===== config.mk =====
export PLATFORM = sky130hd
export DESIGN_NAME = gd_sequencer
export DESIGN_NICKNAME = d
export VERILOG_FILES = /design/src/rtl/gd_sequencer.sv
export SDC_FILE = /design/constraint.sdc
export NUM_CORES = 1
export LEC_CHECK = 0
export ABC_AREA = 0
export BUFFER_PORTS_ARGS = -buffer_cell sky130_fd_sc_hd__buf_2
export CAP_MARGIN = 20
export CORE_ASPECT_RATIO = 0.5
export CORE_UTILIZATION = 54
export DETAILED_ROUTE_END_ITERATION = 8
export PLACE_DENSITY = 0.83
export RECOVER_POWER = 100
export SLEW_MARGIN = 5
export SYNTH_ARGS = -nofsm -noshare
export SYNTH_HDL_FRONTEND = slang
export SYNTH_SLANG_ARGS = --single-unit

===== constraint.sdc =====
create_clock -name clk -period 8.7 [get_ports clk]
set_input_delay 2.61 -clock clk [delete_from_list [all_inputs] [get_ports clk]]
set_output_delay 2.61 -clock clk [all_outputs]
set_load 0.01 [all_outputs]

===== src/rtl/gd_sequencer.sv =====
// Gradient-descent sequencer: walks weights then biases, feeds the GD unit
// and writes updated parameters back on a fixed 3-cycle pipeline.
module gd_sequencer (
  input  logic        clk,
  input  logic        rst,
  input  logic        start,
  input  logic [15:0] lr_in,
  input  logic [7:0]  num_weights_in,
  input  logic [3:0]  num_biases_in,
  input  logic [3:0]  batch_in,
  output logic        param_rd_en,
  output logic [9:0]  param_rd_addr,
  input  logic [15:0] param_rd_data,
  output logic        grad_rd_en,
  output logic [9:0]  grad_rd_addr,
  input  logic [15:0] grad_rd_data,
  output logic [15:0] gd_lr_out,
  output logic [15:0] gd_value_old_out,
  output logic [15:0] gd_grad_out,
  output logic        gd_valid_out,
  output logic        gd_bias_or_weight_out,
  input  logic [15:0] gd_value_updated_in,
  input  logic        gd_done_in,
  output logic        param_wr_en,
  output logic [9:0]  param_wr_addr,
  output logic [15:0] param_wr_data,
  output logic        busy,
  output logic        done
);

  typedef enum logic [2:0] {
    S_IDLE, S_WEIGHTS, S_BIAS, S_GAP, S_DRAIN
  } state_t;

  state_t      state_q, state_d;
  logic [15:0] lr_q, lr_d;
  logic [7:0]  nw_q, nw_d;
  logic [3:0]  nb_q, nb_d;
  logic [3:0]  b_q, b_d;
  logic [7:0]  i_q, i_d;
  logic [3:0]  j_q, j_d;
  logic [3:0]  k_q, k_d;
  logic        done_q, done_d;

  logic        v1_q, bw1_q, wb1_q;
  logic [9:0]  a1_q;
  logic        v2_q, wb2_q;
  logic [9:0]  a2_q;

  logic        iss, iss_bw, iss_wb;
  logic [9:0]  iss_wa;
  logic [9:0]  bias_pa;
  logic [9:0]  bias_ga;

  assign bias_pa = 10'(nw_q) + 10'(j_q);
  assign bias_ga = 10'(nw_q) + 10'(j_q) * 10'(b_q) + 10'(k_q);

  always_comb begin
    state_d       = state_q;
    lr_d          = lr_q;
    nw_d          = nw_q;
    nb_d          = nb_q;
    b_d           = b_q;
    i_d           = i_q;
    j_d           = j_q;
    k_d           = k_q;
    done_d        = 1'b0;
    param_rd_en   = 1'b0;
    param_rd_addr = '0;
    grad_rd_en    = 1'b0;
    grad_rd_addr  = '0;
    iss           = 1'b0;
    iss_bw        = 1'b0;
    iss_wb        = 1'b0;
    iss_wa        = '0;
    unique case (state_q)
      S_IDLE: begin
        if (start) begin
          lr_d = lr_in;
          nw_d = num_weights_in;
          nb_d = num_biases_in;
          b_d  = (batch_in == 4'd0) ? 4'd1 : batch_in;
          i_d  = '0;
          j_d  = '0;
          k_d  = '0;
          if (num_weights_in != 8'd0)
            state_d = S_WEIGHTS;
          else if (num_biases_in != 4'd0)
            state_d = S_BIAS;
          else
            state_d = S_DRAIN;
        end
      end
      S_WEIGHTS: begin
        param_rd_en   = 1'b1;
        param_rd_addr = {2'b00, i_q};
        grad_rd_en    = 1'b1;
        grad_rd_addr  = {2'b00, i_q};
        iss           = 1'b1;
        iss_bw        = 1'b1;
        iss_wb        = 1'b1;
        iss_wa        = {2'b00, i_q};
        if (i_q == nw_q - 8'd1) begin
          i_d     = '0;
          state_d = (nb_q != 4'd0) ? S_BIAS : S_DRAIN;
        end else begin
          i_d = i_q + 8'd1;
        end
      end
      S_BIAS: begin
        // value_old only matters at k=0; later batches chain in the unit
        param_rd_en   = (k_q == 4'd0);
        param_rd_addr = (k_q == 4'd0) ? bias_pa : 10'd0;
        grad_rd_en    = 1'b1;
        grad_rd_addr  = bias_ga;
        iss           = 1'b1;
        iss_wb        = (k_q == b_q - 4'd1);
        iss_wa        = bias_pa;
        if (k_q == b_q - 4'd1) begin
          k_d     = '0;
          state_d = S_GAP;
        end else begin
          k_d = k_q + 4'd1;
        end
      end
      S_GAP: begin
        if (j_q == nb_q - 4'd1) begin
          state_d = S_DRAIN;
        end else begin
          j_d     = j_q + 4'd1;
          state_d = S_BIAS;
        end
      end
      S_DRAIN: begin
        // once stage 1 is empty the last write is in flight this cycle
        if (!v1_q) begin
          done_d  = 1'b1;
          state_d = S_IDLE;
        end
      end
      default: state_d = S_IDLE;
    endcase
  end

  always_ff @(posedge clk) begin
    if (rst) begin
      state_q <= S_IDLE;
      lr_q    <= '0;
      nw_q    <= '0;
      nb_q    <= '0;
      b_q     <= '0;
      i_q     <= '0;
      j_q     <= '0;
      k_q     <= '0;
      done_q  <= 1'b0;
      v1_q    <= 1'b0;
      bw1_q   <= 1'b0;
      wb1_q   <= 1'b0;
      a1_q    <= '0;
      v2_q    <= 1'b0;
      wb2_q   <= 1'b0;
      a2_q    <= '0;
    end else begin
      state_q <= state_d;
      lr_q    <= lr_d;
      nw_q    <= nw_d;
      nb_q    <= nb_d;
      b_q     <= b_d;
      i_q     <= i_d;
      j_q     <= j_d;
      k_q     <= k_d;
      done_q  <= done_d;
      v1_q    <= iss;
      bw1_q   <= iss_bw;
      wb1_q   <= iss_wb;
      a1_q    <= iss_wa;
      v2_q    <= v1_q;
      wb2_q   <= v1_q & wb1_q;
      a2_q    <= a1_q;
    end
  end

  assign gd_lr_out             = lr_q;
  assign gd_valid_out          = v1_q;
  assign gd_value_old_out      = v1_q ? param_rd_data : 16'd0;
  assign gd_grad_out           = v1_q ? grad_rd_data : 16'd0;
  assign gd_bias_or_weight_out = v1_q & bw1_q;
  assign param_wr_en           = v2_q & wb2_q & gd_done_in;
  assign param_wr_addr         = param_wr_en ? a2_q : 10'd0;
  assign param_wr_data         = param_wr_en ? gd_value_updated_in : 16'd0;
  assign busy                  = (state_q != S_IDLE);
  assign done                  = done_q;

endmodule


==> results.sh, run 1 <==
export IMPL_swShare_pct=31.4
export IMPL_setup_tns_ns=0
export IMPL_rows=23
export IMPL_critPathCaptureType="output pin"
export IMPL_wirelength_um=13500
export IMPL_io_buffers=182
export IMPL_multi_input_area_sq_um=2990
export IMPL_grt_usage_pct=29.6
export IMPL_vdd_drop_max_v=0.000128
export IMPL_post_drt_wl_per_cell_um=15.4
export IMPL_coreArea_sq_um=8320
export IMPL_power_leakage_uw=0.00268
export IMPL_finalSetupViolCount=0
export IMPL_final_net_count=883
export IMPL_violations="max-capacitance violations, max-slew violations"
export IMPL_fmax_ghz=0.147
export IMPL_relSlewSlack_pct=-83.9
export IMPL_hold_class="reg -> reg"
export IMPL_ys_flop_type="dfxtp_1"
export IMPL_syn_area_sq_um=4810
export IMPL_final_cell_mix="buf_2, nand2_1, clkbuf_1"
export IMPL_vias_per_cell=5.33
export IMPL_final_cells=877
export IMPL_p_sw_uw=333
export IMPL_cts_buffers=9
export IMPL_ios=185
export IMPL_post_cts_setup_buffer_count=0
export IMPL_grt_pass1_vias=4337
export IMPL_drv_cap=1
export IMPL_busiest_layer="met2"
export IMPL_dr_pass1_iters=6
export IMPL_cts_max_path_buffers=2
export IMPL_internal_power_uw=728
export IMPL_required_ns=6.09
export IMPL_p_clk_share_pct=37.8
export IMPL_avgSynthCellArea_sq_um=8.02
export IMPL_rsz0062_at_grt="false"
export IMPL_h_tree_depth=3
export IMPL_status="finished with violations"
export IMPL_final_max_slew_viol_count=64
export IMPL_nFillCells=709
export IMPL_hold_violations=0
export IMPL_yosysWarnings=0
export IMPL_antenna_left=0
export IMPL_regArea_sq_um=1500
export IMPL_synth_cells=600
export IMPL_finish_instance_area_sq_um=5930
export IMPL_die_w_um=135
export IMPL_antenna_found_initial=1
export IMPL_async_reset_ff_share_pct=0
export IMPL_dieArea_sq_um=9310
export IMPL_power_density_nw_per_um2=179
export IMPL_startpoint_type="register"
export IMPL_timing_final_crit_period_ns=6.80
export IMPL_cts_resized=0
export IMPL_synth_edf_count=0
export IMPL_worst_clock_skew_ns=0.00517
export IMPL_crit_type="reg -> out"
export IMPL_dieHeight_um=68.7
export IMPL_grt_pass1_wl_um=20700
export IMPL_cts_root_buf="clkbuf_16"
export IMPL_fin_crit_sh_pct=78.2
export IMPL_met3_usage_pct=8.70
export IMPL_final_common_cell="buf_2"
export IMPL_cts_tree="yes"
export IMPL_synth_seq_cells=75
export IMPL_clk_pin_slew_ns=0.06
export IMPL_gr_usage_met1_pct=35.3
export IMPL_syn2layout_area_growth_pct=23.3
export IMPL_place_inst=860
export IMPL_crit_arrival_ns=4.19
export IMPL_drive_above_1_share_pct=17.3
export IMPL_num_vias=4673
export IMPL_initial_utilization_pct=57.8
export IMPL_gp_congestion=0.909
export IMPL_route_detailed_drc=0
export IMPL_worstMarginPinSlew_ns=2.76
export IMPL_p_seq_share_pct=38.3
export IMPL_ys_seq_area_share_pct=31.2
export IMPL_gr_total_overflow=0
export IMPL_cts_sinks=75
export IMPL_use_met2_pct=50.3
export IMPL_cp_max_fo=10
export IMPL_grt_max_degree=64
export IMPL_post_dp_cell_area_sq_um=5720
export IMPL_synth_distinct_cells=62
export IMPL_post_dp_hpwl_um=10300
export IMPL_comb_power_share_pct=23.9
export IMPL_worstSkewPairLatency_ns=0.34
export IMPL_hold_buffers=0
export IMPL_initialDrtViolationCount=263
export IMPL_fin_util_pct=71.3
cell families (layout without fill, tap and decap cells):
group	count (synthesis)	in the layout	share of synthesized area, %
simple gates	259	259	27.4
compound gates	112	112	15.2
buf+inv	76	239	6.66
flops	75	75	31.2
fa+ha+maj	40	40	12.7
xor+xnor	36	36	6.55
other cells	1	3	0.0779
mux	1	1	0.208
layout make-up:
type                       count  area share (%)
sequential                    75            25.3
clock inverter                 4            1.24
multi-input combinational    450            50.4
antenna                        1          0.0422
inverter                      36            2.28
clock buffer                  12            4.16
tap                          112            2.36
timing repair buffer         187            14.2
metrics by stage:
step                total power [uW]  hold slack [ns]  setup WS, ns
detailed placement               671            0.425          2.32
global placement                 665            0.420          2.46
CTS                             1070            0.442          1.92
floorplan                        583            0.406          2.55
global route                    1120            0.448          1.63
finish                          1060            0.437          1.90
worst paths after layout:
kind	from	end	slack, ns	depth (start not counted)
min	wb1_q	wb2_q	0.44	1
min reg2reg	wb1_q	wb2_q	0.44	1
max reg2reg	nw_q[1]	state_q[1]	6.01	7
max	j_q[1]	grad_rd_addr[9]	1.90	13
registers in the layout (all words and copies together), names as in the netlist:
register and flops:
bw1_q 1, state_q 3, done 1, wb2_q 1, a2_q 9, nb_q 4
gd_valid_out 1, wb1_q 1, i_q 8, j_q 4, gd_lr_out 16, nw_q 8
a1_q 9, v2_q 1, b_q 4, k_q 4
per-layer routing:
layer,routed length [um],vias up
met5,0,-
met4,293,0
met3,1250,29
met2,6400,222
met1,5580,2132
li1,-,2290
cells in the mapped netlist, types with 4 or more instances:
| master | instances | area [sq um] |
|---|---|---|
| nand2_1 | 102 | 383 |
| and2_1 | 76 | 475 |
| dfxtp_1 | 75 | 1500 |
| a21oi_1 | 48 | 240 |
| inv_1 | 35 | 131 |
| clkbuf_1 | 28 | 105 |
| ha_1 | 25 | 313 |
| nor2_1 | 20 | 75.1 |
| xnor2_1 | 20 | 175 |
| xor2_1 | 16 | 140 |
| fa_1 | 15 | 300 |
| nor2b_1 | 14 | 87.6 |
| nor3_1 | 13 | 65.1 |
| o21ai_0 | 13 | 65.1 |
| nand3_1 | 11 | 55.1 |
| o21ai_1 | 8 | 40.0 |
| buf_4 | 6 | 45.0 |
| buf_2 | 4 | 20.0 |
| nand3b_1 | 4 | 30.0 |
power by group through the flow:
stage	registers [uW]	clock network [uW]	logic, uW
after global routing	411	421	284
final	406	401	253
after detailed placement	413	0	258
after global placement	411	0	254
after CTS	406	406	261
after floorplan	399	0	184
critical path: stages, from the launching register on:
cell and delay, ns:
dfxtp_1 0.55, nand2_1 0.13, fa_1 0.50, fa_1 0.53, fa_1 0.64, inv_1 0.06
ha_1 0.28, a21o_1 0.15, a21oi_1 0.22, o21ai_0 0.13, a21oi_1 0.24, o21ai_0 0.11
and3_1 0.18, buf_2 0.13
No activity file was read; power rests on OpenSTA's default activity.
==> run 2: changes to the inputs <==
--- a/config.mk
+++ b/config.mk
@@ -5,13 +5,13 @@
 export SDC_FILE = /design/constraint.sdc
 export NUM_CORES = 1
 export LEC_CHECK = 0
-export ABC_AREA = 0
+export ABC_AREA = 1
 export BUFFER_PORTS_ARGS = -buffer_cell sky130_fd_sc_hd__buf_2
 export CAP_MARGIN = 20
 export CORE_ASPECT_RATIO = 0.5
-export CORE_UTILIZATION = 54
+export CORE_UTILIZATION = 50
 export DETAILED_ROUTE_END_ITERATION = 8
-export PLACE_DENSITY = 0.83
+export PLACE_DENSITY = 0.77
 export RECOVER_POWER = 100
 export SLEW_MARGIN = 5
 export SYNTH_ARGS = -nofsm -noshare
==> constraint.sdc (replaced) <==
create_clock -name clk -period 6.6 [get_ports clk]
set_input_delay 1.98 -clock clk [delete_from_list [all_inputs] [get_ports clk]]
set_output_delay 1.98 -clock clk [all_outputs]
set_load 0.01 [all_outputs]
==> run 2 against run 1 <==
- the flow still finishes with violations (max-capacitance violations, max-slew violations)
- sequential cell count unchanged
- via count up 10%
- critical endpoint is now grad_rd_addr[7]
- largest cell class unchanged
- global-route usage down 3.5 points
- largest power group is now combinational logic
- clock skew up 0.0018 ns
- sequential power up 54%
- clock-buffer cell count down 3
- non-clock buffer count down 4
- combinational power rose to 3.4 times the previous value
==> results.sh, run 2 <==
export IMPL_status="finished with violations"
export IMPL_violations="max-capacitance violations, max-slew violations"
export IMPL_crit_arrival_ns=4.15
export IMPL_gr_total_overflow=0
export IMPL_synth_cells=744
export IMPL_synth_xor_area_share_pct=4.58
export IMPL_cts_root_buf="clkbuf_16"
export IMPL_yosysMostFrequentCell="nand2_1"
export IMPL_power_leakage_uw=0.00312
export IMPL_final_cell_mix="nand2_1, inv_1, nor2_1"
export IMPL_synth_edf_count=0
export IMPL_initialDrtViolationCount=297
export IMPL_grt_pass1_wl_um=21000
export IMPL_setup_tns_ns=0
export IMPL_post_dp_hpwl_um=10600
export IMPL_num_vias=5142
export IMPL_gp_congestion=0.888
export IMPL_grt_max_degree=49
export IMPL_cts_sinks=75
export IMPL_dieArea_sq_um=10400
export IMPL_cts_max_path_buffers=2
export IMPL_dieHeight_um=72.5
export IMPL_startpoint_type="register"
export IMPL_cts_tree="yes"
export IMPL_worstSkewPairLatency_ns=0.34
export IMPL_synth_area_top_cells="dfxtp_1, nand2_1, inv_1, nor2_1, ha_1"
export IMPL_die_w_um=143
export IMPL_crit_type="reg -> out"
export IMPL_required_ns=4.62
export IMPL_timing_final_crit_period_ns=6.13
export IMPL_antenna_left=0
export IMPL_route_detailed_drc=0
export IMPL_rsz0062_at_grt="false"
export IMPL_fin_util_pct=63.6
export IMPL_drive_above_1_share_pct=13.9
export IMPL_coreArea_sq_um=9540
export IMPL_h_tree_depth=3
export IMPL_cp_slowest_cell="dfxtp_1"
export IMPL_yosysWarnings=0
export IMPL_grt_usage_pct=26.1
export IMPL_drv_cap=3
export IMPL_nFillCells=935
export IMPL_synth_top_family_by_area="simple AND/OR/NAND/NOR gates"
export IMPL_synth_mux_area_share_pct=0
export IMPL_post_drt_wl_per_cell_um=13.0
export IMPL_hold_class="reg -> reg"
export IMPL_cp_max_fo=10
export IMPL_clk_pin_slew_ns=0.06
export IMPL_fmax_ghz=0.163
export IMPL_cts_buffers=9
export IMPL_path_cells="nand2_1 > inv_1 > fa_1 > fa_1 > inv_1 > fa_1 > inv_1 > ha_1 > nand2_1 > nor2_1 > a211oi_1 > o21ai_0 > nand2_1 > nand2_1 > nand2_1 > nand2_1 > o21ai_0 > clkbuf_1"
export IMPL_relSlewSlack_pct=-29.6
export IMPL_final_net_count=1032
export IMPL_async_reset_ff_share_pct=0
export IMPL_grt_pass1_vias=4505
export IMPL_critPathCaptureType="output pin"
export IMPL_yosys_top_cells_count="nand2_1, inv_1, nor2_1, dfxtp_1, o21ai_0"
export IMPL_synth_fa_ha_area_share_pct=12.3
export IMPL_place_inst=1032
export IMPL_antenna_found_initial=0
export IMPL_vdd_drop_max_v=0.000209
export IMPL_final_max_slew_viol_count=95
export IMPL_synth_seq_cells=75
export IMPL_cpPeakStageDelay_ns=0.58
export IMPL_ys_flop_type="dfxtp_1"
export IMPL_syn_area_sq_um=4980
export IMPL_yosysTopAreaCell="dfxtp_1"
export IMPL_hold_buffers=0
export IMPL_antennaDiodeCount=0
export IMPL_io_buffers=182
export IMPL_wirelength_um=13600
export IMPL_rows=25
export IMPL_synth_compound_area_share_pct=11.4
export IMPL_final_common_cell="nand2_1"
export IMPL_netlist_area_leader_share_pct=30.2
export IMPL_ys_seq_area_share_pct=30.2
export IMPL_fin_crit_sh_pct=92.9
export IMPL_avgSynthCellArea_sq_um=6.69
export IMPL_hold_violations=0
export IMPL_cts_resized=0
export IMPL_ios=185
export IMPL_finalSetupViolCount=0
export IMPL_synthSimpleGateAreaFrac_pct=27.6
export IMPL_final_cells=1048
export IMPL_worst_clock_skew_ns=0.00693
export IMPL_synth_distinct_cells=33
export IMPL_dr_pass1_iters=5
export IMPL_largest_reg_flops=16
export IMPL_syn2layout_area_growth_pct=22.0
export IMPL_vias_per_cell=4.91
export IMPL_cpMostUsedCell="nand2_1"
export IMPL_power_density_nw_per_um2=325
export IMPL_initial_utilization_pct=52.2
export IMPL_post_cts_setup_buffer_count=0
export IMPL_worstMarginPinSlew_ns=1.94
## run 2: cell types whose count changed after synthesis, sizes merged, moves of 11 or more
| cell | previous run | this run |
|---|---|---|
| and2 | 76 | 0 |
| clkbuf | 28 | 16 |
| inv | 36 | 146 |
| nand2 | 102 | 152 |
| nand3 | 11 | 37 |
| nor2 | 20 | 114 |
| nor2b | 14 | 0 |
| o21ai | 21 | 52 |
| xnor2 | 20 | 9 |
## run 2: logic make-up (layout without fill, tap and decap cells)
| logic type | Yosys count | count (layout) |
|---|---|---|
| other cells | 1 | 2 |
| buf+inv | 177 | 345 |
| compound gates | 108 | 108 |
| simple gates | 317 | 317 |
| flops | 75 | 75 |
| fa+ha+maj | 40 | 40 |
| xor+xnor | 26 | 26 |
## run 2: critical path: cells and delay by family, from the launching register on
kind            cells  cell delay [ns]
compound gates      3             0.59
fa+ha+maj           4             1.79
buf+inv             4             0.36
flops               1             0.58
simple gates        7             0.50
## run 2: area by class of cell
cell class                 instances  area [sq um]  area share, %
clock buffer                       9           225           3.71
clock inverter                     7          68.8           1.13
inverter                         146           548           9.03
multi-input combinational        493          2760           45.5
sequential                        75          1500           24.7
tap                              135           169           2.78
timing repair buffer             183           795           13.1
## run 2: worst paths after layout
kind	from	to	slack (ns)	depth (start not counted)
worst min register to register	a1_q[6]	a2_q[6]	0.40	2
worst max-delay path	j_q[1]	grad_rd_addr[7]	0.47	18
worst min-delay path	a1_q[6]	a2_q[6]	0.40	2
worst max register to register	state_q[0]	j_q[3]	3.12	8
## run 2: metrics by stage
stage	power, uW	hold slack [ns]	cell area (sq um)	worst slack, ns
floorplan	1270	0.388	4980	1.15
global placement	1510	0.393	5920	0.971
detailed placement	1530	0.392	5920	0.911
CTS	2020	0.400	6220	0.533
global route	2130	0.414	6070	0.186
finish	1980	0.402	6070	0.467
## run 2: power by group
group          total [uW]  internal [uW]  leakage (uW)  switching [uW]
clock                 480            291      0.000141             189
sequential            627            542      0.000613            84.7
combinational         869            290       0.00236             578
## run 2: metal layers
layer | wire length, um | track usage [%] | up-vias | part of all wire, %
met5 | 0 | 0 | - | 0
met1 | 6080 | 32.9 | 2348 | 45
li1 | - | - | 2594 | -
met2 | 6470 | 45.8 | 180 | 47
met3 | 847 | 4.36 | 20 | 6.2
met4 | 237 | 9.20 | 0 | 1.7
==> run 3: changes to the inputs <==
--- a/config.mk
+++ b/config.mk
@@ -11,7 +11,7 @@
 export CORE_ASPECT_RATIO = 0.5
 export CORE_UTILIZATION = 50
 export DETAILED_ROUTE_END_ITERATION = 8
-export PLACE_DENSITY = 0.77
+export PLACE_DENSITY = 0.81
 export RECOVER_POWER = 100
 export SLEW_MARGIN = 5
 export SYNTH_ARGS = -nofsm -noshare
==> run 3 against run 2 <==
- highest routed layer unchanged
- combinational power rose by 0.9%
- core utilization rose by 0.68 points
- register-to-register slack got worse by 0.15 ns
- largest cell class unchanged
- the run still ends with max-capacitance violations, max-slew violations left
- clock-buffer cell count rose by 1
- design area rose by 1.1%
- die area did not move
- clock power rose by 18%
- largest power group unchanged
==> results.sh, run 3 (same netlist as run 2, synthesis figures left out) <==
export IMPL_wirelength_um=13400
export IMPL_dieArea_sq_um=10400
export IMPL_power_uw=2070
export IMPL_grt_pass1_wl_um=20800
export IMPL_crit_arrival_ns=4.12
export IMPL_final_cell_mix="nand2_1, inv_1, nor2_1"
export IMPL_cts_resized=0
export IMPL_path_cells="nand2_1 > fa_1 > fa_1 > fa_1 > inv_1 > ha_1 > nand2_1 > nor2_1 > a211oi_1 > o21ai_0 > nand2_1 > nand2_1 > nand2_1 > nand2_1 > o21ai_0 > clkbuf_1"
export IMPL_power_leakage_uw=0.00313
export IMPL_final_max_slew_viol_count=78
export IMPL_swShare_pct=41.9
export IMPL_dr_pass1_iters=5
export IMPL_rsz0062_at_grt="false"
export IMPL_p_seq_share_pct=30.5
export IMPL_crit_type="reg -> out"
export IMPL_final_common_cell="nand2_1"
export IMPL_required_ns=4.62
export IMPL_internal_power_uw=1200
export IMPL_syn2layout_area_growth_pct=23.3
export IMPL_cp_max_fo=10
export IMPL_gp_congestion=0.923
export IMPL_worst_clock_skew_ns=0.00624
export IMPL_cp_slowest_cell="fa_1"
export IMPL_dieHeight_um=72.5
export IMPL_grt_max_degree=49
export IMPL_fin_util_pct=64.3
export IMPL_drive_above_1_share_pct=13.9
export IMPL_cpMostUsedCell="nand2_1"
export IMPL_post_dp_hpwl_um=10200
export IMPL_cp_num_buf_inv=2
export IMPL_p_clk_share_pct=27.2
export IMPL_vias_per_cell=4.85
export IMPL_finalSetupViolCount=0
export IMPL_grt_pass1_vias=4475
export IMPL_cts_tree="yes"
export IMPL_largest_reg_flops=16
export IMPL_coreArea_sq_um=9540
export IMPL_status="finished with violations"
export IMPL_cts_sinks=75
export IMPL_clk_pin_slew_ns=0.06
export IMPL_grt_usage_pct=26.0
export IMPL_h_tree_depth=3
export IMPL_fin_crit_sh_pct=92.4
export IMPL_cts_buffers=9
export IMPL_hold_violations=0
export IMPL_post_cts_setup_buffer_count=0
export IMPL_setup_tns_ns=0
export IMPL_startpoint_type="register"
export IMPL_vdd_drop_max_v=0.000192
export IMPL_antenna_found_initial=1
export IMPL_gr_total_overflow=0
export IMPL_hold_buffers=0
export IMPL_initialDrtViolationCount=279
export IMPL_critPathCaptureType="output pin"
export IMPL_relSlewSlack_pct=-24.7
export IMPL_hold_class="reg -> reg"
export IMPL_drv_cap=2
export IMPL_num_vias=5095
export IMPL_comb_power_share_pct=42.3
export IMPL_rows=25
export IMPL_worstMarginPinSlew_ns=1.87
export IMPL_timing_final_crit_period_ns=6.10
export IMPL_p_sw_uw=869
export IMPL_worstSkewPairLatency_ns=0.34
export IMPL_cp_top_family="adder cells"
export IMPL_ios=185
export IMPL_cpPeakStageDelay_ns=0.61
export IMPL_cts_root_buf="clkbuf_16"
export IMPL_power_density_nw_per_um2=338
export IMPL_final_net_count=1033
export IMPL_initial_utilization_pct=52.2
export IMPL_io_buffers=182
export IMPL_post_drt_wl_per_cell_um=12.7
export IMPL_antenna_left=0
export IMPL_fmax_ghz=0.164
export IMPL_route_detailed_drc=0
export IMPL_violations="max-capacitance violations, max-slew violations"
export IMPL_die_w_um=143
export IMPL_cts_max_path_buffers=2
run 3: cell count changes in the layout (fill, tap and decap cells not counted), moves of 2 or more:
cell / delta
clkbuf_1: +4
buf_2: -2
bufinv_16: +2
clkinv_2: -2
run 3: worst paths after layout:
check	from	to	slack (ns)	cells after the start
min	a1_q[1]	a2_q[1]	0.40	2
min reg2reg	a1_q[1]	a2_q[1]	0.40	2
max reg2reg	state_q[0]	j_q[1]	2.97	8
max	j_q[0]	grad_rd_addr[7]	0.50	16
run 3: cell type report:
class,instances,area [sq um]
flip-flops and latches,75,1500
fillers,914,3410
clock inverters,6,111
well taps,135,169
repair buffers,184,796
diodes,1,2.50
multi-input cells,493,2780
clock buffers,10,229
inverters,146,548
run 3: worst register-to-register path, cell delays in order, from the launching register on:
cell and delay, ns:
dfxtp_1 0.39, nor2_4 0.17, nand2_1 0.14, nor2_1 0.99, inv_1 1.04, nand2_1 0.47
inv_1 0.10, nand2_1 0.08, a21oi_1 0.06
run 3: per-stage QoR:
stage	instances	setup slack [ns]	instance area, sq um	hold WS [ns]
6_report	1050	0.505	6130	0.400
5_1_grt	1050	0.192	6130	0.408
4_1_cts	1049	0.575	6270	0.402
3_5_place_dp	1033	0.944	5930	0.394
3_3_place_gp	1033	1.01	5930	0.389
2_1_floorplan	745	1.15	4980	0.388
run 3: power groups by stage:
stage	sequential (uW)	combinational (uW)	clock, uW
floorplan	635	630	0
global placement	634	877	0
detailed placement	637	896	0
CTS	629	900	574
global route	644	991	587
finish	632	877	565
run 3: metal layers:
layer | up-vias | GRT usage [%] | share of wire, %
met2 | 189 | 45.3 | 46
li1 | 2594 | - | -
met5 | - | 0 | 0
met1 | 2290 | 31.9 | 46
met4 | 0 | 9.32 | 2.2
met3 | 22 | 5.68 | 6.1
